### src/rtl/bru_pkg.sv
// Shared constants for the branch resolve unit: widths and
// branch condition encodings.
package bru_pkg;

    localparam int XLEN = 32;

    localparam logic [2:0] BEQ  = 3'b000;
    localparam logic [2:0] BNE  = 3'b001;
    localparam logic [2:0] BLT  = 3'b100;
    localparam logic [2:0] BGE  = 3'b101;
    localparam logic [2:0] BLTU = 3'b110;
    localparam logic [2:0] BGEU = 3'b111;

    // {valid, pc, bpred, bpred_valid}
    localparam int IFID_W = 1 + XLEN + 2;
    // {valid, pc, bpred, bpred_valid, is_branch, target, funct3}
    localparam int IDEX_W = 1 + XLEN + 2 + 1 + XLEN + 3;

endpackage

### src/rtl/branch_cmp.sv
// Branch condition evaluator: funct3 and the two operands
// in, taken condition out.
module branch_cmp #(
    parameter int XLEN = 32
) (
    input  logic [2:0]      funct3_i,
    input  logic [XLEN-1:0] rs1_i,
    input  logic [XLEN-1:0] rs2_i,
    output logic            cond_o
);
    import bru_pkg::*;

    always_comb begin
        cond_o = 1'b0;
        case (funct3_i)
            BEQ:     cond_o = (rs1_i == rs2_i);
            BNE:     cond_o = (rs1_i != rs2_i);
            BLT:     cond_o = ($signed(rs1_i) <  $signed(rs2_i));
            BGE:     cond_o = ($signed(rs1_i) >= $signed(rs2_i));
            BLTU:    cond_o = (rs1_i <  rs2_i);
            BGEU:    cond_o = (rs1_i >= rs2_i);
            default: cond_o = 1'b0;
        endcase
    end

endmodule

### src/rtl/branch_resolve_unit.sv
// Carries fetch-time predictions to EX, resolves branches there,
// redirects fetch on mispredicts and keeps branch statistics.
module branch_resolve_unit #(
    parameter int XLEN  = 32,
    parameter int CNT_W = 16
) (
    input  logic            clk,
    input  logic            reset,
    input  logic            stall,
    input  logic            if_valid,
    input  logic [XLEN-1:0] if_pc,
    input  logic            if_bpred,
    input  logic            if_bpred_valid,
    input  logic            id_is_branch,
    input  logic [XLEN-1:0] id_target,
    input  logic [2:0]      id_funct3,
    input  logic [XLEN-1:0] ex_rs1,
    input  logic [XLEN-1:0] ex_rs2,
    output logic [XLEN-1:0] ID_EX_PC,
    output logic            ID_EX_BPred,
    output logic            ID_EX_BPredValid,
    output logic            PCSrc,
    output logic [XLEN-1:0] PC_Branch,
    output logic            redirect_valid,
    output logic [XLEN-1:0] redirect_pc,
    output logic            flush,
    output logic [CNT_W-1:0] branch_count,
    output logic [CNT_W-1:0] mispredict_count
);
    import bru_pkg::*;

    logic            ifid_valid_q, ifid_valid_d;
    logic [XLEN-1:0] ifid_pc_q;
    logic            ifid_bpred_q;
    logic            ifid_bpv_q;
    logic            ifid_load;

    logic            idex_valid_q, idex_valid_d;
    logic [XLEN-1:0] idex_pc_q;
    logic            idex_bpred_q;
    logic            idex_bpv_q;
    logic            idex_isbr_q;
    logic [XLEN-1:0] idex_target_q;
    logic [2:0]      idex_funct3_q;

    logic [CNT_W-1:0] br_cnt_q, br_cnt_d;
    logic [CNT_W-1:0] mis_cnt_q, mis_cnt_d;

    logic            cond;
    logic            ex_br;
    logic            pt;
    logic            br_mis;
    logic            alias_mis;
    logic            redir;
    logic [XLEN-1:0] pc_plus4;

    branch_cmp #(.XLEN(XLEN)) u_cmp (
        .funct3_i (idex_funct3_q),
        .rs1_i    (ex_rs1),
        .rs2_i    (ex_rs2),
        .cond_o   (cond)
    );

    assign ex_br     = idex_valid_q & idex_isbr_q;
    assign pt        = idex_bpv_q & idex_bpred_q;
    assign br_mis    = ex_br & (cond != pt);
    assign alias_mis = idex_valid_q & ~idex_isbr_q & pt;
    assign redir     = br_mis | alias_mis;
    assign pc_plus4  = idex_pc_q + XLEN'(4);

    assign ID_EX_PC         = idex_valid_q ? idex_pc_q : '0;
    assign ID_EX_BPred      = idex_valid_q & idex_bpred_q;
    assign ID_EX_BPredValid = ex_br & idex_bpv_q;
    assign PCSrc            = ex_br & cond;
    assign PC_Branch        = idex_valid_q ? idex_target_q : '0;
    assign redirect_valid   = redir;
    assign flush            = redir;
    assign branch_count     = br_cnt_q;
    assign mispredict_count = mis_cnt_q;

    // A branch that resolves taken goes to its target, anything
    // else falls through, including aliased non-branches.
    always_comb begin
        redirect_pc = '0;
        if (idex_valid_q)
            redirect_pc = (ex_br & cond) ? idex_target_q : pc_plus4;
    end

    // Flush beats stall: a held IF/ID slot is wrong-path anyway.
    always_comb begin
        ifid_valid_d = if_valid;
        idex_valid_d = ifid_valid_q;
        ifid_load    = 1'b1;
        if (redir) begin
            ifid_valid_d = 1'b0;
            idex_valid_d = 1'b0;
        end else if (stall) begin
            ifid_valid_d = ifid_valid_q;
            idex_valid_d = 1'b0;
            ifid_load    = 1'b0;
        end
    end

    always_comb begin
        br_cnt_d  = br_cnt_q;
        mis_cnt_d = mis_cnt_q;
        if (ex_br && br_cnt_q != '1)
            br_cnt_d = br_cnt_q + CNT_W'(1);
        if (redir && mis_cnt_q != '1)
            mis_cnt_d = mis_cnt_q + CNT_W'(1);
    end

    always_ff @(posedge clk or posedge reset) begin
        if (reset) begin
            ifid_valid_q <= 1'b0;
            idex_valid_q <= 1'b0;
            br_cnt_q     <= '0;
            mis_cnt_q    <= '0;
        end else begin
            ifid_valid_q <= ifid_valid_d;
            idex_valid_q <= idex_valid_d;
            br_cnt_q     <= br_cnt_d;
            mis_cnt_q    <= mis_cnt_d;
        end
    end

    // Payload is qualified by the valid bits, so it needs no reset.
    always_ff @(posedge clk) begin
        if (ifid_load) begin
            ifid_pc_q    <= if_pc;
            ifid_bpred_q <= if_bpred;
            ifid_bpv_q   <= if_bpred_valid;
        end
        idex_pc_q     <= ifid_pc_q;
        idex_bpred_q  <= ifid_bpred_q;
        idex_bpv_q    <= ifid_bpv_q;
        idex_isbr_q   <= id_is_branch;
        idex_target_q <= id_target;
        idex_funct3_q <= id_funct3;
    end

endmodule
### config.mk
export PLATFORM = sky130hd
export DESIGN_NAME = branch_resolve_unit
export DESIGN_NICKNAME = d
export VERILOG_FILES = /design/src/rtl/bru_pkg.sv /design/src/rtl/branch_cmp.sv /design/src/rtl/branch_resolve_unit.sv
export SDC_FILE = /design/constraint.sdc
export NUM_CORES = 1
export LEC_CHECK = 0
export CAP_MARGIN = 20
export CORE_ASPECT_RATIO = 0.6
export CORE_MARGIN = 1.5
export CORE_UTILIZATION = 39
export DETAILED_ROUTE_END_ITERATION = 7
export PLACE_DENSITY = 0.84
export SLEW_MARGIN = 20
export SYNTH_ARGS = -nofsm -noshare
export SYNTH_HDL_FRONTEND = slang
export SYNTH_SLANG_ARGS = --single-unit
### constraint.sdc
create_clock -name clk -period 3.4 [get_ports clk]
set_clock_uncertainty 0.05 [all_clocks]
set_input_delay 0.51 -clock clk [delete_from_list [all_inputs] [get_ports clk]]
set_output_delay 0.51 -clock clk [all_outputs]
set_load 0.01 [all_outputs]
==> key figures <==
Status
  – Status: complete, but fails checks
  – Failing checks: setup timing

Power
  – Clock power frac: about 36%
  – Sw Ratio: 29.1%
  – Peak supply drop: 0.356 mV
  – Pwr Density: approximately 460 nW/um^2
  – Logic pwr share: about 25%
  – Part of the power in registers: about two fifths
  – Total power: between 5000 and 6000 uW
  – Switching pwr: 1490 uW
  – Lkg Pwr: around 0.0046 uW
  – Pint: 3630 uW

Min path
  – Min-Delay Path Depth: 0
  – Worst min-delay path class: reg -> reg

Synth
  – Synth Register Bits: ~140
  – Post-synth EDFFs: 34
  – Syn Area/Cell: ~10 sq um
  – Post-synthesis adder-cell area fraction: 6.65%
  – Mux contribution to synthesized area: under 10%
  – Synth Area in Compound Gates: under 10%
  – Yosys cell types: 44
  – Post-synth top flop: dfxtp_1
  – Yosys warns: 0
  – Cells after Synth: 644
  – Synth Area in Simple Gates: 20.9%
  – Async set or reset register ratio after synthesis: 24.6%
  – Mapped Area: 6590 sq um
  – Syn nets: 817
  – Largest family of logic cells by synthesized area: simple AND/OR/NAND/NOR gates
  – Sequential share of the synthesized area: between 40% and 50%
  – Post-Synth XOR/XNOR Area: 7.85%

Clock tree
  – Worst-path clk slew: 0.06 ns
  – Clk sinks: around 140
  – Post-CTS Hold Fix Bufs: 0
  – H-tree Lvls: 4
  – CTS tree: built
  – CTS max path bufs: 2
  – TritonCTS Buffers: 17
  – Worst-skew pair later-pin latency: approximately 0.4 ns
  – Root buffer cell: clkbuf_16

Layout
  – P&R area growth vs syn: 68.4%
  – Final net count: ~1.1k
  – Layout Utilization: 67.9%
  – Share of layout cells above drive strength 1: roughly a quarter
  – Antenna cells: 0
  – Fillcell total: 1,215

Die
  – Starting Density: ~40%
  – Die Wd: 171 um
  – Core area: 16,400 sq um
  – Die ar.: 17,700 sq um
  – Die height: between 100 and 150 um
  – Row Count: 36
  – Top-level port count: around 270

Setup path
  – Worst r2r src: mispredict_count[0]$_DFFE_PP0P_
  – CP max FO: 8
  – CP Capture Type: output port
  – Worst Setup SP: ex_rs1[31]
  – CP required: 2.84 ns
  – FF-to-FF End: mispredict_count[1]$_DFFE_PP0P_
  – WP data arrival: 3.25 ns
  – Crit path buf inv count: 5
  – Delay-heaviest family, CP: simple AND/OR/NAND/NOR gates
  – Worst path depth: 14
  – Slowest cell on the critical path: a2111oi_4
  – Critical path type: in -> out
  – Worst setup endpoint: redirect_pc[21]
  – Worst path most repeated cell: and3_4
  – Crit-path cells: buf_6, ha_4, nand4_1, nor4_4, buf_4, and3_4, o31ai_4, and3_4, a2111oi_4, nand3_4, buf_12, buf_16, a211oi_4, buf_2
  – Worst setup SP type: input port
  – Crit-path max cell delay: a little over 0.4 ns
  – Worst R2R Setup Slack: about 0.73 ns
  – Worst Reg-to-Reg Cells: 9

STA
  – Relative slew slack: 60.3%
  – Final setup TNS: -11.71 ns
  – Final worst-path cycle share: 112%
  – RSZ-0062 raised after global routing: yes
  – Worst-margin pin slew: about 0.60 ns
  – Setup WS post-layout: -0.406 ns
  – Final hold viol count: 0
  – Fin. max-slew vios: 0
  – Fin crit period: 3.81 ns
  – F_max: 0.263 GHz
  – Finish-stage setup viols: 35

Routing
  – DRT Pass-1 Iters: 4
  – Total Wirelength: 21,400 um
  – Residual DRC: 0
  – Vias: 5,806
  – Wire length per cell: 18.0 um
  – Detailed-route vias per instance: 4.87
  – ANT nets after route: 0
  – Initial DRC count: 291

Global route
  – Vias in the first global route: 5,955
  – Gr usage total: 23.6%
  – Initial antenna violation count: 0
  – Pin count of the biggest net entering global routing: 68
  – Wire length of the first global-routing pass: 32,400 um
  – Total gr overflow: 0

Flow run
  – Max capacitance violation total: 0

Placement
  – Final Wtd Congestion: 0.833
  – Post-detail-place hpwl: 14,700 um
  – # port buffers: 270
cell usage after synthesis (2+ instances only):
cell	count	share of area, %
nor2_1	51	2.9
and3_1	21	2.0
a31oi_1	2	0.19
a21o_1	4	0.46
nand4_1	24	2.3
dfrtp_1	34	13
o21bai_1	2	0.23
nor2b_1	3	0.28
xor2_1	32	4.3
o21ai_0	2	0.15
nand3_1	32	2.4
buf_2	2	0.15
nand2b_1	2	0.19
and4_1	2	0.27
nand2_1	39	2.2
a211oi_1	28	3.2
a21oi_1	14	1.1
mux2i_1	21	3.2
ha_1	35	6.6
inv_1	41	2.3
clkbuf_1	19	1.1
nor3_1	9	0.68
and2_1	70	6.6
o21a_1	3	0.34
edfxtp_1	34	16
dfxtp_1	70	21
buf_6	5	0.85
xnor2_1	27	3.6
registers in the layout (all words and copies together), names as in the netlist:
signal	cells
idex_pc_q	32
idex_target_q	32
ifid_pc_q	32
branch_count	16
mispredict_count	16
idex_funct3_q	3
idex_bpred_q	1
idex_bpv_q	1
idex_isbr_q	1
idex_valid_q	1
ifid_bpred_q	1
ifid_bpv_q	1
ifid_valid_q	1
cells in the final DEF (no fill, tap or decap), types with 19 or more instances in the layout:
cell and n:
clkbuf_16 23, dfxtp_1 70, inv_2 21, nand4_1 24
and2_1 69, clkdlybuf4s50_1 171, xnor2_1 25, xor2_1 32
ha_4 25, buf_6 20, dlygate4sd2_1 40, mux2i_1 20
dfrtp_1 33, nand3_1 32, edfxtp_1 34, and3_1 19
buf_4 24, nor2_1 31, buf_2 39, nand2_1 35
a211oi_2 26
kinds of logic after synthesis:
kind of cell,after synthesis
compound gates,63
xor+xnor,59
fa+ha+maj,35
buf+inv,69
flops,138
mux,22
simple gates,258
per-stage QoR:
step | area (sq um) | instances | hold WS (ns) | setup slack, ns
3_5_place_dp | 9800 | 1140 | 0.277 | -1.20
4_1_cts | 10800 | 1182 | 0.286 | -0.393
3_3_place_gp | 9800 | 1140 | 0.274 | -1.06
2_1_floorplan | 6740 | 644 | 0.273 | -0.00681
6_report | 11100 | 1191 | 0.289 | -0.406
5_1_grt | 11100 | 1191 | 0.298 | -0.552
layout make-up:
type	instances	area [sq um]	share of cell area (%)
clock buffers	19	454	4.09
flip-flops and latches	138	3270	29.5
inverters	42	165	1.49
clock inverters	13	130	1.17
repair buffers	314	3070	27.6
well taps	228	285	2.57
multi-input cells	437	3720	33.5
worst register-to-register path, delay by kind of cell, from the launching register on:
| kind | cells | cell delay, ns |
|---|---|---|
| AND/OR/NAND/NOR | 5 | 0.92 |
| multiplexers | 2 | 0.54 |
| flip-flops | 1 | 0.41 |
| AO/OA/AOI/OAI | 1 | 0.39 |
| adder cells (fa/ha/maj) | 1 | 0.24 |
routing by layer:
layer  vias to the layer above  GRT usage, %  part of all wire (%)  wire length [um]
met5                         -             0                     0                 0
met4                         0          6.51                   1.8               384
met3                        39          6.15                   7.4              1590
met2                       194          37.3                    46              9750
met1                      2738          32.0                    45              9670
li1                       2835             -                     -                 -
power by group through the flow:
stage          sequential, uW  clock [uW]  combinational (uW)
6_report                 2020        1820                1280
5_1_grt                  2050        1940                1370
3_5_place_dp             2050           0                1140
3_3_place_gp             2030           0                1110
4_1_cts                  2020        1850                1210
2_1_floorplan            2040           0                 489
repair_timing:
item | CTS | global route
pin swaps | 52 | 8
setup buffers | 7 | 3
gates resized for setup | 376 | 29
cloned | 3 | 6
endpoints found under the setup margin | 85 | 85
hold endpoints to repair | 0 | 0
how the worst min path moves through the flow:
stage	start	endpoint	slack [ns]
floorplan	ifid_bpred_q$_DFFE_PP_	idex_bpred_q$_DFF_P_	0.27
detailed placement	ifid_pc_q[27]$_DFFE_PP_	idex_pc_q[27]$_DFF_P_	0.28
finish	ifid_pc_q[8]$_DFFE_PP_	idex_pc_q[8]$_DFF_P_	0.29
global placement	ifid_pc_q[5]$_DFFE_PP_	idex_pc_q[5]$_DFF_P_	0.27
global route	ifid_pc_q[27]$_DFFE_PP_	idex_pc_q[27]$_DFF_P_	0.30
CTS	ifid_pc_q[6]$_DFFE_PP_	idex_pc_q[6]$_DFF_P_	0.29
No activity file was read; power rests on OpenSTA's default activity.
